**src/rtl/mem_port_arbiter.sv**
```systemverilog
// Two-requester arbiter for the shared 64-bit memory port: instruction fetch vs data access.
// Holds one grant until ram_ready or timeout, with alternating priority when both request.
module mem_port_arbiter #(
  parameter int ADDR_W  = 64,
  parameter int DATA_W  = 64,
  parameter int TIMEOUT = 255
) (
  input  logic              clk,
  input  logic              rst,
  input  logic              i_req,
  input  logic [ADDR_W-1:0] i_addr,
  output logic [DATA_W-1:0] i_load,
  output logic              i_done,
  output logic              i_err,
  input  logic              d_ren,
  input  logic              d_wen,
  input  logic [1:0]        d_size,
  input  logic [ADDR_W-1:0] d_addr,
  input  logic [DATA_W-1:0] d_store,
  output logic [DATA_W-1:0] d_load,
  output logic              d_done,
  output logic              d_err,
  output logic              ram_ren,
  output logic              ram_wen,
  output logic [1:0]        ram_size,
  output logic [ADDR_W-1:0] ram_addr,
  output logic [DATA_W-1:0] ram_store,
  input  logic [DATA_W-1:0] ram_load,
  input  logic              ram_ready
);

  typedef enum logic [1:0] {IDLE, GRANT_I, GRANT_D} state_e;

  localparam logic [7:0] CNT_LAST = 8'(TIMEOUT - 1);

  state_e            state_q, state_d;
  logic [7:0]        cnt_q, cnt_d;
  logic              last_d_q, last_d_d;
  logic              ram_ren_q, ram_ren_d;
  logic              ram_wen_q, ram_wen_d;
  logic [1:0]        ram_size_q, ram_size_d;
  logic [ADDR_W-1:0] ram_addr_q, ram_addr_d;
  logic [DATA_W-1:0] ram_store_q, ram_store_d;

  logic d_any;
  logic pick_d;
  logic timeout_hit;
  logic finish;

  assign d_any       = d_ren | d_wen;
  assign pick_d      = d_any & (~i_req | ~last_d_q);
  assign timeout_hit = (state_q != IDLE) & ~ram_ready & (cnt_q == CNT_LAST);
  assign finish      = ram_ready | timeout_hit;

  always_comb begin
    // NOTE: every next-state signal gets its hold value first, so no path can infer a latch.
    state_d     = state_q;
    cnt_d       = cnt_q;
    last_d_d    = last_d_q;
    ram_ren_d   = ram_ren_q;
    ram_wen_d   = ram_wen_q;
    ram_size_d  = ram_size_q;
    ram_addr_d  = ram_addr_q;
    ram_store_d = ram_store_q;

    case (state_q)
      IDLE: begin
        cnt_d     = '0;
        ram_ren_d = 1'b0;
        ram_wen_d = 1'b0;
        if (pick_d) begin
          // A simultaneous read and write is resolved as a write.
          state_d     = GRANT_D;
          ram_ren_d   = d_ren & ~d_wen;
          ram_wen_d   = d_wen;
          ram_size_d  = d_size;
          ram_addr_d  = d_addr;
          ram_store_d = d_wen ? d_store : '0;
        end else if (i_req) begin
          state_d     = GRANT_I;
          ram_ren_d   = 1'b1;
          ram_size_d  = 2'b11;
          ram_addr_d  = i_addr;
          ram_store_d = '0;
        end
      end
      GRANT_I, GRANT_D: begin
        if (finish) begin
          state_d   = IDLE;
          ram_ren_d = 1'b0;
          ram_wen_d = 1'b0;
          last_d_d  = (state_q == GRANT_D);
        end else if (cnt_q != 8'hFF) begin
          cnt_d = cnt_q + 8'd1;
        end
      end
      default: state_d = IDLE;
    endcase
  end

  // NOTE: state registers use non-blocking assignments so all flops update together at the edge.
  always_ff @(posedge clk) begin
    if (rst) begin
      state_q     <= IDLE;
      cnt_q       <= '0;
      last_d_q    <= 1'b0;
      ram_ren_q   <= 1'b0;
      ram_wen_q   <= 1'b0;
      ram_size_q  <= '0;
      ram_addr_q  <= '0;
      ram_store_q <= '0;
    end else begin
      state_q     <= state_d;
      cnt_q       <= cnt_d;
      last_d_q    <= last_d_d;
      ram_ren_q   <= ram_ren_d;
      ram_wen_q   <= ram_wen_d;
      ram_size_q  <= ram_size_d;
      ram_addr_q  <= ram_addr_d;
      ram_store_q <= ram_store_d;
    end
  end

  // Completion pulses are suppressed while reset is asserted.
  assign i_done = ~rst & (state_q == GRANT_I) & ram_ready;
  assign i_err  = ~rst & (state_q == GRANT_I) & timeout_hit;
  assign d_done = ~rst & (state_q == GRANT_D) & ram_ready;
  assign d_err  = ~rst & (state_q == GRANT_D) & timeout_hit;
  assign i_load = i_done ? ram_load : '0;
  assign d_load = d_done ? ram_load : '0;

  assign ram_ren   = ram_ren_q;
  assign ram_wen   = ram_wen_q;
  assign ram_size  = ram_size_q;
  assign ram_addr  = ram_addr_q;
  assign ram_store = ram_store_q;

endmodule
```
**config.mk**
```make
export PLATFORM = sky130hd
export DESIGN_NAME = mem_port_arbiter
export DESIGN_NICKNAME = d
export VERILOG_FILES = /design/src/rtl/mem_port_arbiter.sv
export SDC_FILE = /design/constraint.sdc
export NUM_CORES = 1
export LEC_CHECK = 0
export BUFFER_PORTS_ARGS = -buffer_cell sky130_fd_sc_hd__buf_2
export CORE_AREA = 2 2 203 205
export CTS_BUF_LIST = sky130_fd_sc_hd__clkbuf_4
export DETAILED_ROUTE_END_ITERATION = 12
export DIE_AREA = 0 0 205 207
export SLEW_MARGIN = 30
export SYNTH_ARGS = -nofsm -noshare
export SYNTH_HDL_FRONTEND = slang
export SYNTH_SLANG_ARGS = --single-unit
```
**constraint.sdc**
```tcl
create_clock -name clk -period 2.3 [get_ports clk]
set_input_delay 0.115 -clock clk [delete_from_list [all_inputs] [get_ports clk]]
set_output_delay 0.115 -clock clk [all_outputs]
set_load 0.01 [all_outputs]
```
**Word level (Yosys, flattened, before mapping)**

Index checks and enable logic that the tools add are counted.

- Logic and storage cells: 67
- RAM bits: 0
- Latch bits: 0
- Register bits: 143
- Output and inout bits: 264
- Memory bits (read-only): 0
- Memories kept: 0

- Bitwise gates (word level): 18
- Magnitude comparators: 0
- Shift-type cells: 0
- Multiply operators: 0
- Equal/unequal tests: 8
- Reductions and logical operators: 10
- Divide/modulo/power cells: 0
- Mux-type cells: 22
- Add/sub/neg operators: 1

Operators by type and width:

| operator | number |
|---|---|
| 64-bit 2-to-1 mux | 7 |
| 8-bit 2-to-1 mux | 2 |
| 8-bit case mux with 2 select lines | 1 |
| 1-bit bitwise AND | 10 |
| 2-bit 2-to-1 mux | 5 |
| 8-bit by 1-bit adder with 8-bit output (second input constant) | 1 |
| 8-bit equality test (second input constant) | 1 |
| 8-bit != test (second input constant) | 1 |
| 2-bit AND reduction | 4 |
| 2-bit != test (second input constant) | 3 |
| 2-bit nonzero test | 3 |
| 1-bit NOT | 5 |
| 1-bit 2-to-1 mux | 4 |
| 1-bit case mux with 2 select lines | 2 |
| 2-bit case mux with 2 select lines | 1 |
| 3-bit != test (second input constant) | 1 |
| 1-bit OR | 3 |
| 3-bit AND reduction | 1 |
| 2-bit by 1-bit equality test with 1-bit output (second input constant) | 1 |
| 2-bit equality test (second input constant) | 1 |
| 2-bit zero test | 1 |
| 2-bit OR reduction | 1 |

**Logic depth before layout (Yosys ltp)**

- Word-level depth: 6
- Gate-level depth with buffers: 9

**Worst setup path after synthesis**

No wires, ideal clock.

- Path kind: register to output
- Start: register state_q[0]
- End: output port i_err
- Data arrival time: 1.569 ns
- Stages on the path, launching flop included: 7
- Slack: 0.616 ns
- Cell sequence: dfxtp_1 inv_1 ha_1 buf_2 and4b_1 nand2_1 nor4b_1

- Longest elaborated chain between the ends: 4

RTL lines:

| element | line | RTL |
|---|---|---|
| start, declared | 36 | `state_e state_q, state_d;` |
| start signal, assigned | 113 | `state_q <= state_d;` |
| 2-bit nonzero test | 52 | `assign timeout_hit = (state_q != IDLE) & ~ram_ready & (cnt_q == CNT_LAST);` |
| 1-bit bitwise AND (2 in a row) | 52 |  |
| 1-bit bitwise AND * | 126 | `assign i_err = ~rst & (state_q == GRANT_I) & timeout_hit;` |
| end, declared | 14 | `output logic i_err,` |

Every way passes the cells marked *; elsewhere a longest branch is shown, timed or not.

**Final worst setup path**

- Start: register state_q[0]
- End: output port i_load[4]

- Longest elaborated chain between the ends: 4

RTL lines:

| element | line | RTL |
|---|---|---|
| 2-bit by 1-bit equality test with 1-bit output | 125 | `assign i_done = ~rst & (state_q == GRANT_I) & ram_ready;` |
| 1-bit bitwise AND (2 in a row) | 125 |  |
| 64-bit 2-to-1 mux | 129 | `assign i_load = i_done ? ram_load : '0;` |
| end, declared | 12 | `output logic [DATA_W-1:0] i_load,` |

Every way passes these cells.

==> flow_metrics.tcl <==
set metrics [dict create \
    outcome "finished, final reports clean" \
    clk_path_buf_depth 2 \
    cts_root_buf "clkbuf_4" \
    grt_max_degree 83 \
    die_h_um 207 \
    finalCritPeriodShare_pct 95.8 \
    worst_slew_pin_slew_ps 735 \
    grt_pass1_vias 8913 \
    hold_viol 0 \
    period_minus_slack_ps 2200 \
    pre_cts_ws_ps 393 \
    setup_viol 0 \
    grt_pass1_wl_um 49300 \
    synth_edf_count 0 \
    crit_chain "buf_4 > ha_2 > and3b_2 > buf_12 > and2_1 > buf_2" \
    synthArstFlopShare_pct 0 \
    layout.cells.most_common "buf_2" \
    first_pass_iters 5 \
    min_path_type "in2reg" \
    drv_cap 0 \
    whs_ps 99.9 \
    arrival_ps 2090 \
    synth_nets 1099 \
    fin_nets 1796 \
    die_area_mm2 0.0424 \
    initial_core_util_pct 18.0 \
    end_kind "primary output" \
    worst_path_max_delay_cell "dfxtp_2" \
    finalWeightedCongestion 0.857 \
    ys_ff_latch 143 \
    via_per_inst 4.33 \
    cts_max_level 4 \
    startpoint_type "register" \
    p_leak_nw 6.48 \
    yosysUniqueCellTypes 40 \
    route.vias.total 9014 \
    drive_gt1_share_pct 43.8 \
    drc 0 \
    drt_iter0_markers 446 \
    worstPathRequired_ps 2180 \
    powerDensity_mw_per_mm2 547 \
    row_count 74 \
    io_pins 528 \
    wl_um 34800 \
    clkLatencyLatePin_ps 560 \
    fillers 4179 \
    place_hpwl_um 23700 \
    slew_headroom_pct 51.0 \
    peakVddDrop_v 0.000304 \
    ys_seq_area_share_pct 39.3 \
    wl_per_cell_um 16.7 \
    avgSynthCellArea_um2 8.77 \
    synth_area_mm2 0.00728 \
    critPathKind "reg2out" \
    antenna_found_initial 16 \
    slowest_delay_ps 380 \
    final_cell_mix "526 x buf_2, 195 x dlygate4sd3_1, 141 x dfxtp_1" \
    synth_warnings 0 \
    fmax_ghz 0.454 \
    fin_worst_skew_ps 26.0 \
    crit_path_max_fanout 33 \
    worst_slack_ps 97.2 \
    detail-route-antenna-nets 0 \
    gr-usage-all-layers_pct 15.2 \
    overflow 0 \
    port-buffer-count 527 \
    synth-main-ff-cell "dfxtp_1" \
    slew_violations 0 \
    path_clk_slew_ps 150 \
    netlist_instances 830 \
    die_x_um 205 \
    numCtsBuffers 17 \
    core_mm2 0.0404 \
    cts_tree "done" \
    syn_to_final_growth_pct 77.9 \
    cts.sinks 143 \
    rsz0062_at_grt "true" \
]
## critical path, delay by kind of cell (launching register included)
family	cells	cell delay [ps]
buffers and inverters	3	460
and+or+nand+nor	2	490
DFF	1	380
adders and majority gates	1	190
## state kept, by name, summed over array words and instances, names as in the netlist
name / cells
cnt_q: 8
ram_size: 2
ram_addr: 64
ram_store: 64
ram_ren: 1
last_d_q: 1
state_q: 2
ram_wen: 1
## through the flow
step	area, um2	power [mW]	utilization (%)	instances	TNS [ps]
2_1_floorplan	7280	4.13	-	830	0
3_3_place_gp	10500	4.90	25.9	1833	0
3_5_place_dp	10500	4.95	25.9	1833	0
4_1_cts	12800	7.09	31.6	2061	-38.4
5_1_grt	13000	7.49	32.1	2079	-28.2
6_report	13000	7.08	32.1	2081	0
## synth_stat cells (2+ instances only)
cell | number | area (um2)
buf_2 | 30 | 150
a31oi_1 | 2 | 12.5
and3b_1 | 3 | 26.3
and4_1 | 3 | 26.3
dfxtp_1 | 143 | 2860
o211ai_1 | 3 | 22.5
o21ai_0 | 6 | 30.0
and2_1 | 131 | 820
nor2_1 | 70 | 263
nand2_1 | 70 | 263
ha_1 | 5 | 62.6
clkbuf_1 | 38 | 143
a211oi_2 | 64 | 801
nor3_1 | 3 | 15.0
o22ai_1 | 2 | 12.5
or3_1 | 5 | 31.3
nor2b_1 | 2 | 12.5
inv_1 | 6 | 22.5
a311oi_1 | 3 | 26.3
nor4b_1 | 2 | 17.5
mux2i_1 | 65 | 651
nand4b_1 | 2 | 17.5
buf_6 | 11 | 124
nand2b_1 | 5 | 31.3
nand3_1 | 65 | 325
a21oi_1 | 77 | 385
## layer usage
layer  vias to the layer above  global-route usage (%)  share of wire (%)
li1                       4260                       -                  -
met1                      4166                    14.8                 35
met2                       474                    28.2                 52
met3                       112                    3.32                6.9
met4                         2                    10.4                6.3
met5                         -                       0              0.037
## layout make-up
class	count	area (um2)	area share, %
clock buffer	17	128	0.985
tap	532	666	5.14
clock inverter	15	184	1.42
inverter	6	22.5	0.174
antenna	9	22.5	0.174
sequential	143	2870	22.1
timing repair buffer	757	5020	38.7
multi-input combinational	602	4050	31.3
## worst paths after layout
check                             start                         end  slack, ps  cells after the start
max             state_q[0]$_SDFFE_PP0P_                   i_load[4]        100                      6
min                           ram_ready        ram_wen$_SDFFE_PP0P_        100                      4
max reg2reg     state_q[0]$_SDFFE_PP0P_   ram_addr[51]$_SDFFE_PP0P_        190                      8
min reg2reg  ram_store[19]$_SDFFE_PP0P_  ram_store[19]$_SDFFE_PP0P_        460                      2
## kinds of logic after synthesis
family                     Yosys count  share of synthesized area [%]
and+or+nand+nor                    364                           25.7
AOI/OAI and AO/OA                  167                           19.0
buffers and inverters               85                           6.03
DFF                                143                           39.3
muxes                               66                           9.09
adders and majority gates            5                          0.859
## where the power goes
group / internal (mW) / switching (mW) / total (mW)
Sequential: 2.75 / 0.143 / 2.89
Clock: 0.770 / 1.06 / 1.83
Combinational: 1.10 / 1.26 / 2.36
## what timing repair did
item / in CTS / in global routing
cloned: 0 / 2
hold endpoints to repair: 131 / 0
hold buffers: 195 / 0
gates resized for setup: 10 / 11
setup buffers: 1 / 9
pin swaps: 0 / 4
endpoints found under the setup margin: 75 / 21
Note: power is estimated with default switching activity, not from simulation.
